`config.mk`:
```
export PLATFORM = sky130hd
export DESIGN_NAME = instr_fetcher
export DESIGN_NICKNAME = d
export VERILOG_FILES = /design/src/rtl/instr_fetcher_pkg.sv /design/src/rtl/instr_fetcher_queue.sv /design/src/rtl/instr_fetcher.sv
export SDC_FILE = /design/constraint.sdc
export NUM_CORES = 1
export LEC_CHECK = 0
export ABC_AREA = 1
export CAP_MARGIN = 0
export CORE_MARGIN = 4
export CORE_UTILIZATION = 50
export DETAILED_ROUTE_END_ITERATION = 12
export PLACE_DENSITY = 0.66
export SLEW_MARGIN = 20
export SYNTH_ARGS = -nofsm -noshare
export SYNTH_HDL_FRONTEND = slang
export SYNTH_SLANG_ARGS = --single-unit
```
`constraint.sdc`:
```
create_clock -name clk_in -period 22 [get_ports clk_in]
set_input_delay 5.5 -clock clk_in [delete_from_list [all_inputs] [get_ports clk_in]]
set_output_delay 5.5 -clock clk_in [all_outputs]
set_load 0.1 [all_outputs]
```
`src/rtl/instr_fetcher_pkg.sv`:
```
// instr_fetcher_pkg: shared opcodes, FSM encoding, queue entry layout and static branch predictor
package instr_fetcher_pkg;
  localparam logic [6:0] OP_JAL = 7'b1101111;
  localparam logic [6:0] OP_BR = 7'b1100011;
  localparam int DATA_W = 32;
  typedef enum logic [1:0] {IDLE = 2'd0, WAIT = 2'd1, DROP = 2'd2} state_t;
  typedef struct packed {
    logic [DATA_W-1:0] instr;
    logic [DATA_W-1:0] pc;
    logic pred_taken;
    logic [DATA_W-1:0] pred_pc;
  } iq_entry_t;
  function automatic iq_entry_t predict(input logic [31:0] instr, input logic [31:0] pc);
    logic [31:0] j_imm, b_imm;
    logic jal, br;
    j_imm = {{12{instr[31]}}, instr[19:12], instr[20], instr[30:21], 1'b0};
    b_imm = {{20{instr[31]}}, instr[7], instr[30:25], instr[11:8], 1'b0};
    jal = instr[6:0] == OP_JAL;
    br = instr[6:0] == OP_BR && instr[31];
    return '{instr: instr, pc: pc, pred_taken: jal | br,
             pred_pc: pc + (jal ? j_imm : br ? b_imm : 32'd4)};
  endfunction
endpackage

```
`src/rtl/instr_fetcher_queue.sv`:
```
// instr_queue: circular FIFO of fetched entries with synchronous clear and combinational head
module instr_queue
  import instr_fetcher_pkg::*;
#(
  parameter int DEPTH = 8
) (
  input  logic clk,
  input  logic rst_n,
  input  logic en,
  input  logic clr,
  input  logic push,
  input  logic pop,
  input  iq_entry_t push_data,
  output iq_entry_t head,
  output logic valid,
  output logic [$clog2(DEPTH):0] count
);
  localparam int AW = $clog2(DEPTH);
  iq_entry_t mem [DEPTH];
  logic [AW-1:0] hd, tl;
  always_ff @(posedge clk or negedge rst_n)
    if (!rst_n) begin
      hd <= '0;
      tl <= '0;
      count <= '0;
    end else if (en && clr) begin
      hd <= '0;
      tl <= '0;
      count <= '0;
    end else if (en) begin
      tl <= tl + AW'(push);
      hd <= hd + AW'(pop);
      count <= count + (AW + 1)'(push) - (AW + 1)'(pop);
    end
  always_ff @(posedge clk)
    if (en && push && !clr) mem[tl] <= push_data;
  assign head = mem[hd];
  assign valid = count != '0;
endmodule

```
`src/rtl/instr_fetcher.sv`:
```
// instr_fetcher: single-outstanding fetch FSM feeding a predicted-instruction queue
module instr_fetcher
  import instr_fetcher_pkg::*;
#(
  parameter int IQ_DEPTH = 8
) (
  input  logic clk_in,
  input  logic rst_n_in,
  input  logic rdy_in,
  output logic mc_req_valid,
  output logic [31:0] mc_req_addr,
  input  logic mc_resp_valid,
  input  logic [31:0] mc_resp_data,
  input  logic redirect_valid,
  input  logic [31:0] redirect_pc,
  output logic iq_valid,
  input  logic iq_ready,
  output logic [31:0] iq_instr,
  output logic [31:0] iq_pc,
  output logic iq_pred_taken,
  output logic [31:0] iq_pred_pc
);
  localparam int CW = $clog2(IQ_DEPTH) + 1;
  localparam logic [CW-1:0] FULL = CW'(IQ_DEPTH);
  state_t state, state_n;
  logic [31:0] pc, pc_n, addr_n;
  logic req_n, push, pop, clr, q_valid;
  logic [CW-1:0] count;
  iq_entry_t head, entry;
  assign entry = predict(mc_resp_data, pc);
  assign pop = q_valid && iq_ready && !redirect_valid;
  always_comb begin
    state_n = state;
    pc_n = pc;
    req_n = mc_req_valid;
    addr_n = mc_req_addr;
    push = 1'b0;
    clr = 1'b0;
    if (redirect_valid) begin
      clr = 1'b1;
      pc_n = redirect_pc;
      // A response landing with the redirect retires the outstanding request
      if (state != IDLE && mc_resp_valid) begin
        state_n = IDLE;
        req_n = 1'b0;
      end else if (state == WAIT) state_n = DROP;
    end else if (state == IDLE) begin
      if (count != FULL) begin
        state_n = WAIT;
        req_n = 1'b1;
        addr_n = {pc[31:2], 2'b00};
      end
    end else if (mc_resp_valid) begin
      push = state == WAIT;
      pc_n = state == WAIT ? entry.pred_pc : pc;
      state_n = IDLE;
      req_n = 1'b0;
    end
  end
  always_ff @(posedge clk_in or negedge rst_n_in)
    if (!rst_n_in) begin
      state <= IDLE;
      pc <= '0;
      mc_req_valid <= 1'b0;
      mc_req_addr <= '0;
    end else if (rdy_in) begin
      state <= state_n;
      pc <= pc_n;
      mc_req_valid <= req_n;
      mc_req_addr <= addr_n;
    end
  instr_queue #(.DEPTH(IQ_DEPTH)) u_queue (
    .clk(clk_in),
    .rst_n(rst_n_in),
    .en(rdy_in),
    .clr(clr),
    .push(push),
    .pop(pop),
    .push_data(entry),
    .head(head),
    .valid(q_valid),
    .count(count)
  );
  assign iq_valid = q_valid && rdy_in;
  assign iq_instr = q_valid ? head.instr : '0;
  assign iq_pc = q_valid ? head.pc : '0;
  assign iq_pred_taken = q_valid && head.pred_taken;
  assign iq_pred_pc = q_valid ? head.pred_pc : '0;
endmodule
```
Word-level counts from Yosys, hierarchy flattened
Memories as Yosys holds them, arrays and structs flattened.
Index checks and enable logic that the tools add are counted.
{"block": "word_totals", "reg_bits": 75, "ramBits": 776, "inputBits": 70, "output_inout_bits": 131, "mem_count": 1}
{"memory": "u_queue.mem", "depth": 8, "word_bits": 97, "rd": 1, "rd_clocked_by_memory_dff": 0, "wr": 1, "line_no": "instr_fetcher_queue.sv:19", "source": "iq_entry_t mem [DEPTH];"}
{"block": "classes", "n_addsub": 5, "n_eq_ne": 8, "mux": 32, "n_bitwise": 2, "n_reduce_logical": 22}
{"op": "32-bit 2-to-1 mux", "count": 9}
{"op": "32-bit adder", "count": 1}
{"op": "4-bit AND reduction", "count": 4}
{"op": "7-bit equality test (second input constant)", "count": 2}
{"op": "2-bit 2-to-1 mux", "count": 6}
{"op": "3-bit 2-to-1 mux", "count": 4}
{"op": "1-bit 2-to-1 mux", "count": 11}
{"op": "1-bit logical AND", "count": 9}
{"op": "4-bit 2-to-1 mux", "count": 2}
{"op": "2-bit nonzero test", "count": 4}
{"op": "3-bit by 1-bit adder with 3-bit output", "count": 2}
{"op": "4-bit by 1-bit adder with 4-bit output", "count": 1}
{"op": "4-bit != test (second input constant)", "count": 1}
{"op": "4-bit nonzero test", "count": 1}
{"op": "4-bit by 1-bit subtractor with 4-bit output", "count": 1}
{"op": "3-bit by 1-bit != test with 1-bit output (second input constant)", "count": 1}
{"op": "3-bit by 2-bit != test with 1-bit output (second input constant)", "count": 1}
{"op": "3-bit nonzero test", "count": 1}
{"op": "2-bit by 1-bit equality test with 1-bit output (second input constant)", "count": 1}
{"op": "1-bit zero test", "count": 2}
{"op": "2-bit zero test", "count": 1}
{"op": "2-bit by 1-bit != test with 1-bit output (second input constant)", "count": 1}
{"op": "2-bit != test (second input constant)", "count": 1}
{"op": "1-bit NOT", "count": 1}
{"op": "1-bit OR", "count": 1}

Longest topological paths before layout
Gate-level depths: netlist (run 1).
{"block": "depth", "word_depth": 9, "depth_mapped": 21, "depth_no_buf": 20}

Cells and area by module
Synthesis (run 1) repeated with hierarchy kept, for this count alone.
{"block": "unflattened", "cells_unflattened": 4544, "area_unflattened_um2": 40228.6}
{"mod": "instr_queue", "n_inst": 1, "cells_per_inst": 3434, "area_per_inst_um2": 33792.4, "seq_area_each_um2": 23552.6}
{"mod": "instr_fetcher", "n_inst": 1, "cells_per_inst": 1110, "area_per_inst_um2": 6436.2, "seq_area_each_um2": 1626.6}

Least setup slack after synthesis (run 1)
No wires, ideal clock.
{"block": "synth_path", "path_kind": "input to register", "start": "input port redirect_valid", "end": "memory u_queue.mem[6][10] (netlist name) (enable)", "arrival_time_ns": 12.508, "setup_slack_ns": 8.823, "stages": 4, "n_path_buf": 1, "path_cell_list": "buf_2 nor3_1 nand2_1 nor3_1"}
{"block": "synth_via", "elab_chain_cells": 5, "elab_cells_between_ends": 7, "cone_classes": "4 x mux; 3 x reduce/logical"}
{"item": "from (decl)", "line_no": "instr_fetcher.sv:14", "source": "input logic redirect_valid,"}
{"item": "1-bit 2-to-1 mux", "line_no": "instr_fetcher.sv:39", "source": "if (redirect_valid) begin"}
{"item": "1-bit logical AND / 1-bit zero test (equally long branches)", "line_no": "instr_fetcher_queue.sv:36", "source": "if (en && push && !clr) mem[tl] <= push_data;"}
{"item": "1-bit logical AND *", "line_no": "instr_fetcher_queue.sv:36"}
{"item": "1-bit 2-to-1 mux *", "line_no": "instr_fetcher_queue.sv:36"}
{"item": "1-bit 2-to-1 mux (implied by the code) *", "line_no": "instr_fetcher_queue.sv:36"}
{"item": "to (decl)", "line_no": "instr_fetcher_queue.sv:19"}
Every way passes the cells marked *; elsewhere a longest branch is shown, timed or not.

Final worst setup path (run 1)
{"block": "layout_path", "start": "input port rdy_in", "end": "output port iq_valid"}
{"block": "layout_via", "elab_chain_cells": 1}
{"item": "from (decl)", "line_no": "instr_fetcher.sv:9", "source": "input logic rdy_in,"}
{"item": "1-bit logical AND", "line_no": "instr_fetcher.sv:84", "source": "assign iq_valid = q_valid && rdy_in;"}
{"item": "to (decl)", "line_no": "instr_fetcher.sv:16", "source": "output logic iq_valid,"}
No other way between the ends.

==> metrics.txt, run 1 <==
status complete, no violations; Setup crit end kind primary output; Synth Flop Type edfxtp_1; htree depth 3; commonest non-fill, non-tap cells in the layout edfxtp_1 (768), nor2_1 (678), o21ai_0 (421); worst skew pair latency 0.64 ns; critical path type primary input to primary output; Lkg Pwr 15.0 nW; Root Driver clkbuf_16; crit share post-route 59.9%; Avg Inst Size Synth 11.4 um2; achievable clock frequency 0.0759 GHz; vias per cell 5.68; Worst setup SP type primary input; Clock Pin Slew Worst Setup and Hold Paths 0.06 ns; Syn. warnings 0; share of layout cells above drive strength 1 6.00%; CTS tree done; Post-route DRC 0; die height 275 um; # port buffers 198; post-synthesis cell area 35,700 um2; TritonCTS buffer count 85; relative slew slack 26.3%; Critical Path Fanout Max 13; vias in the first global route 24,200; DP Wirelength 53,100 um; max-capacitance violation count 0; Iter 0 DRT Violations 2,238; I/O pin count 201; post-CTS sizing 0; die area 75,800 um2; Routed WL 93,300 um; Syn-to-layout area delta 15.2%; pin count of the biggest net entering global routing 208; Req. time, crit path 16.50 ns; sequential area share after synthesis 69.8%; Arr. time, crit path 7.67 ns; Final Critical Period 13.17 ns; cts hold-fix bufs 0; setup violators final 0; Syn Inst Count 3,123; RSZ-0062 raised after global routing false; skew final 0.0148 ns; core area 70,400 um2; clk buf depth 3; Async S/R FF share, synth 8.90%; Least-Margin Pin Slew 1.11 ns; DR vias 24,300; first-pass GRT wire length 140,000 um; GR Overflow Total 0; Seq cells post-synth 843; Post-CTS Setup Inserts 0; Fin Setup TNS 0 ns; routability cong. 0.869; Cell Pwr Density 135 nW/um2; Worst VDD drop 177 uV; initial antenna violation count 1; leading cell type in the layout, fill and taps excluded edfxtp_1; Std-Cell Rows 97; Clock Sinks 843; WL per Instance 21.8 um; Worst Hold Class flop to flop; overall routing resource usage 24.3%; Final Hold Violating Endpoints 0; Fill cells 5,610; Final Max Tran Viols 0; Initial Util 50.8%; final core occ 58.5%; Post-synth EDFFs 768; synth unique cells 37; fin nets 3,375; Post-DRT Antenna Nets 0; Die W 275 um; TritonRoute pass-1 iters 5
==> path summary, 6_finish.rpt <==
kind                                  from                 end  slack, ns  depth (start not counted)
min                        mc_req_addr[15]     mc_req_addr[15]       0.49                          1
min reg2reg                mc_req_addr[15]     mc_req_addr[15]       0.49                          1
min in group asynchronous         rst_n_in    u_queue.count[3]       4.72                          1
max in group asynchronous         rst_n_in     mc_req_addr[31]      16.11                          2
max reg2reg                       state[1]  u_queue.mem[4][39]      18.70                          7
max                                 rdy_in            iq_valid       8.83                          4
==> layer usage <==
layer | vias to the layer above | part of all wire (%) | global-route usage (%)
li1 | 11300 | - | -
met1 | 11900 | 41 | 32.3
met2 | 873 | 48 | 40.3
met3 | 162 | 6.7 | 3.69
met4 | 0 | 3.5 | 9.99
met5 | - | 0 | 0
==> per-stage QoR <==
stage	hold WS, ns	area [um2]	instances	setup WS (ns)	power [mW]
after global routing	0.518	41200	4274	8.70	5.77
final	0.489	41200	4276	8.83	5.56
after global placement	0.470	38300	4116	8.84	4.10
after detailed placement	0.472	38300	4116	8.84	4.13
after floorplan	0.529	35700	3124	8.82	3.57
after CTS	0.494	41200	4274	8.82	5.59
==> worst max-delay path, stage by stage <==
cell,delay [ns]
clkdlybuf4s50_1,0.75
inv_2,0.14
nor2_1,0.13
clkdlybuf4s50_1,1.15
==> state kept, by name, summed over array words and instances (netlist names) <==
register,cells
state,2
mc_req_addr,30
pc,32
u_queue.hd,3
u_queue.mem,768
mc_req_valid,1
u_queue.tl,3
u_queue.count,4
==> cell families (layout without fill, tap and decap cells) <==
kind of cell | count (synthesis) | after routing | share of synthesized area (%)
adders and majority gates | 42 | 42 | 1.51
xor gates and xnor gates | 14 | 14 | 0.364
buffers and inverters | 351 | 561 | 4.40
DFF | 843 | 843 | 69.8
muxes | 20 | 20 | 0.630
other | 1 | 4 | 0.0105
and+or+nand+nor | 1074 | 1074 | 11.6
AOI/OAI and AO/OA | 778 | 778 | 11.7
==> final cells by class <==
class                      instances  area (um2)  area share, %
tap                              940        1180           2.86
antenna                            2        5.00         0.0122
sequential                       843       24900           60.6
multi-input combinational       1930        9290           22.6
clock inverter                    47         589           1.43
inverter                         171         659           1.60
clock buffer                     111        2250           5.48
timing repair buffer             232        2250           5.47
==> synth_stat cells (6+ instances only) <==
library cell	instances	area, um2
buf_1	13	48.8
xor2_1	10	87.6
clkbuf_1	94	353
edfxtp_1	768	23100
a31oi_1	98	613
buf_4	43	323
dfrtp_1	75	1880
mux2_2	14	158
o21ai_0	421	2110
o21ai_1	117	586
ha_1	40	500
inv_1	166	623
nor2_1	680	2550
o22ai_1	105	657
a21oi_1	28	140
nand3_1	52	260
nand2_1	323	1210
nor3_1	12	60.1
buf_2	17	85.1
buf_6	9	101
mux2_1	6	67.6
==> power breakdown <==
| group | internal (mW) | switching (mW) | total, mW |
|---|---|---|---|
| Clock | 0.861 | 0.601 | 1.46 |
| Combinational | 0.447 | 1.63 | 2.08 |
| Sequential | 1.92 | 0.101 | 2.02 |
Power figures use the tool's default switching activity.
==> run 2: changes to the inputs <==
- clock period: 22 -> 13.1 ns (I/O delays scaled with it)
==> metrics.txt, run 2 (synthesized netlist as in run 1, its figures left out) <==
hold slack final 0.487 ns; crit share post-route 66.8%; vias in the first global route 24,000; Post-route DRC 0; biggest regs u_queue.mem x768, pc x32, mc_req_addr x30; Post-CTS Setup Inserts 0; Worst setup SP type primary input; Root Driver clkbuf_16; Routed WL 94,400 um; DR vias 24,400; DR WL met3 5960 um; Most flops, register u_queue.mem; fin nets 3,373; worst r2r dst u_queue.mem[5][74]; cts hold-fix bufs 0; worst skew pair latency 0.64 ns; largest delay contributor family on the critical path buffers and inverters; DP Wirelength 53,100 um; I/O pin count 201; # port buffers 198; Std-Cell Rows 97; RSZ-0062 raised after global routing false; relative slew slack 10.6%; CP Launch Point rdy_in; Least-Margin Pin Slew 1.34 ns; vias per cell 5.72; highest routed metal layer met5; die area 75,800 um2; Syn-to-layout area delta 14.9%; Final Critical Period 8.75 ns; initial antenna violation count 2; Iter 0 DRT Violations 2,321; GR Overflow Total 0; routability cong. 0.867; Lkg Pwr 14.9 nW; Post-DRT Antenna Nets 0; post-CTS sizing 0; most used cell, CP clkdlybuf4s50_1; core area 70,400 um2; Worst Hold Class flop to flop; WL per Instance 22.1 um; first-pass GRT wire length 142,000 um; Clock Sinks 843; Final Max Tran Viols 0; Initial Util 50.8%; Cell Pwr Density 226 nW/um2; Buf+Inv Stages, Crit Path 3; max-capacitance violation count 0; TritonCTS buffer count 85; Req. time, crit path 9.82 ns; Fin Setup TNS 0 ns; clk buf depth 3; max incr delay on CP 1.15 ns; TritonRoute pass-1 iters 5; overall routing resource usage 24.6%; r2r startpoint state[1]; share of layout cells above drive strength 1 5.74%; status complete, no violations; setup violators final 0; critical-path cell list clkdlybuf4s50_1 -> inv_2 -> nor2_1 -> clkdlybuf4s50_1; Final Hold Violating Endpoints 0; htree depth 3; pin count of the biggest net entering global routing 226; Reg2Reg Setup Slack 9.93 ns; Die W 275 um; Critical Path Fanout Max 13; Fill cells 5,638; commonest non-fill, non-tap cells in the layout edfxtp_1 (768), nor2_1 (678), o21ai_0 (421); Critical Path Stages 4; Setup crit end kind primary output; Worst VDD drop 329 uV; Clock Pin Slew Worst Setup and Hold Paths 0.06 ns; R2R cell count 7; slowest stage cell, crit path clkdlybuf4s50_1; critical path type primary input to primary output; skew final 0.0188 ns; CP endpoint iq_valid; M1 WL 40,200 um; metal2 WL 45,900 um; achievable clock frequency 0.114 GHz; die height 275 um; CTS tree done; Largest register FFs 768; Arr. time, crit path 5.47 ns; leading cell type in the layout, fill and taps excluded edfxtp_1
==> run 2: cell types whose count changed in the layout (fill, tap and decap cells not counted), sizes merged <==
cell	delta
buf	-2
inv	-2
clkinv	+10
bufinv	-4
clkinvlp	-6
clkbuf	-3
==> run 2: per-stage QoR <==
stage	std cells	util [%]	total power, mW	area, um2	worst slack (ns)
after floorplan	3124	-	5.99	35700	2.15
after global placement	4114	54.4	6.90	38300	4.40
after detailed placement	4114	54.4	6.95	38300	4.38
after CTS	4267	58.3	9.34	41100	4.36
after global routing	4267	58.3	9.64	41100	4.26
final	4269	58.3	9.28	41100	4.35
==> run 2: power breakdown <==
part	switching, mW	internal [mW]
logic	2.74	0.752
clock network	1.01	1.38
registers	0.178	3.22
total	3.93	5.35
==> run 2: area by class of cell <==
type	instances	area, um2	share of cell area [%]
flip-flops and latches	843	24900	60.8
diodes	2	5.00	0.0122
clock inverters	45	472	1.15
repair buffers	230	2230	5.44
multi-input cells	1930	9290	22.6
well taps	940	1180	2.86
clock buffers	108	2280	5.56
inverters	171	659	1.61
==> run 2: how the worst min path moves through the flow <==
stage,slack (ns),start,depth (start not counted),to
floorplan,0.53,state[1],2,state[1]
global placement,0.47,mc_req_addr[7],2,mc_req_addr[7]
detailed placement,0.48,mc_req_addr[21],2,mc_req_addr[21]
CTS,0.49,mc_req_addr[12],1,mc_req_addr[12]
global route,0.51,mc_req_addr[12],1,mc_req_addr[12]
finish,0.49,mc_req_addr[21],2,mc_req_addr[21]
==> run 2: routing by layer <==
metal | up-vias | track usage (%)
met1 | 12100 | 34.5
met3 | 125 | 3.09
met5 | - | 0
met4 | 2 | 7.18
met2 | 903 | 40.8
li1 | 11300 | -
==> run 2: worst reg2reg max path, stage by stage, from the launching register on <==
cell and delay (ns):
dfrtp_1 0.39, nor2_1 0.14, nand2_1 0.12, nor3_1 0.21, nand2_1 0.23, nor3_2 0.15, buf_4 0.64, buf_4 0.83
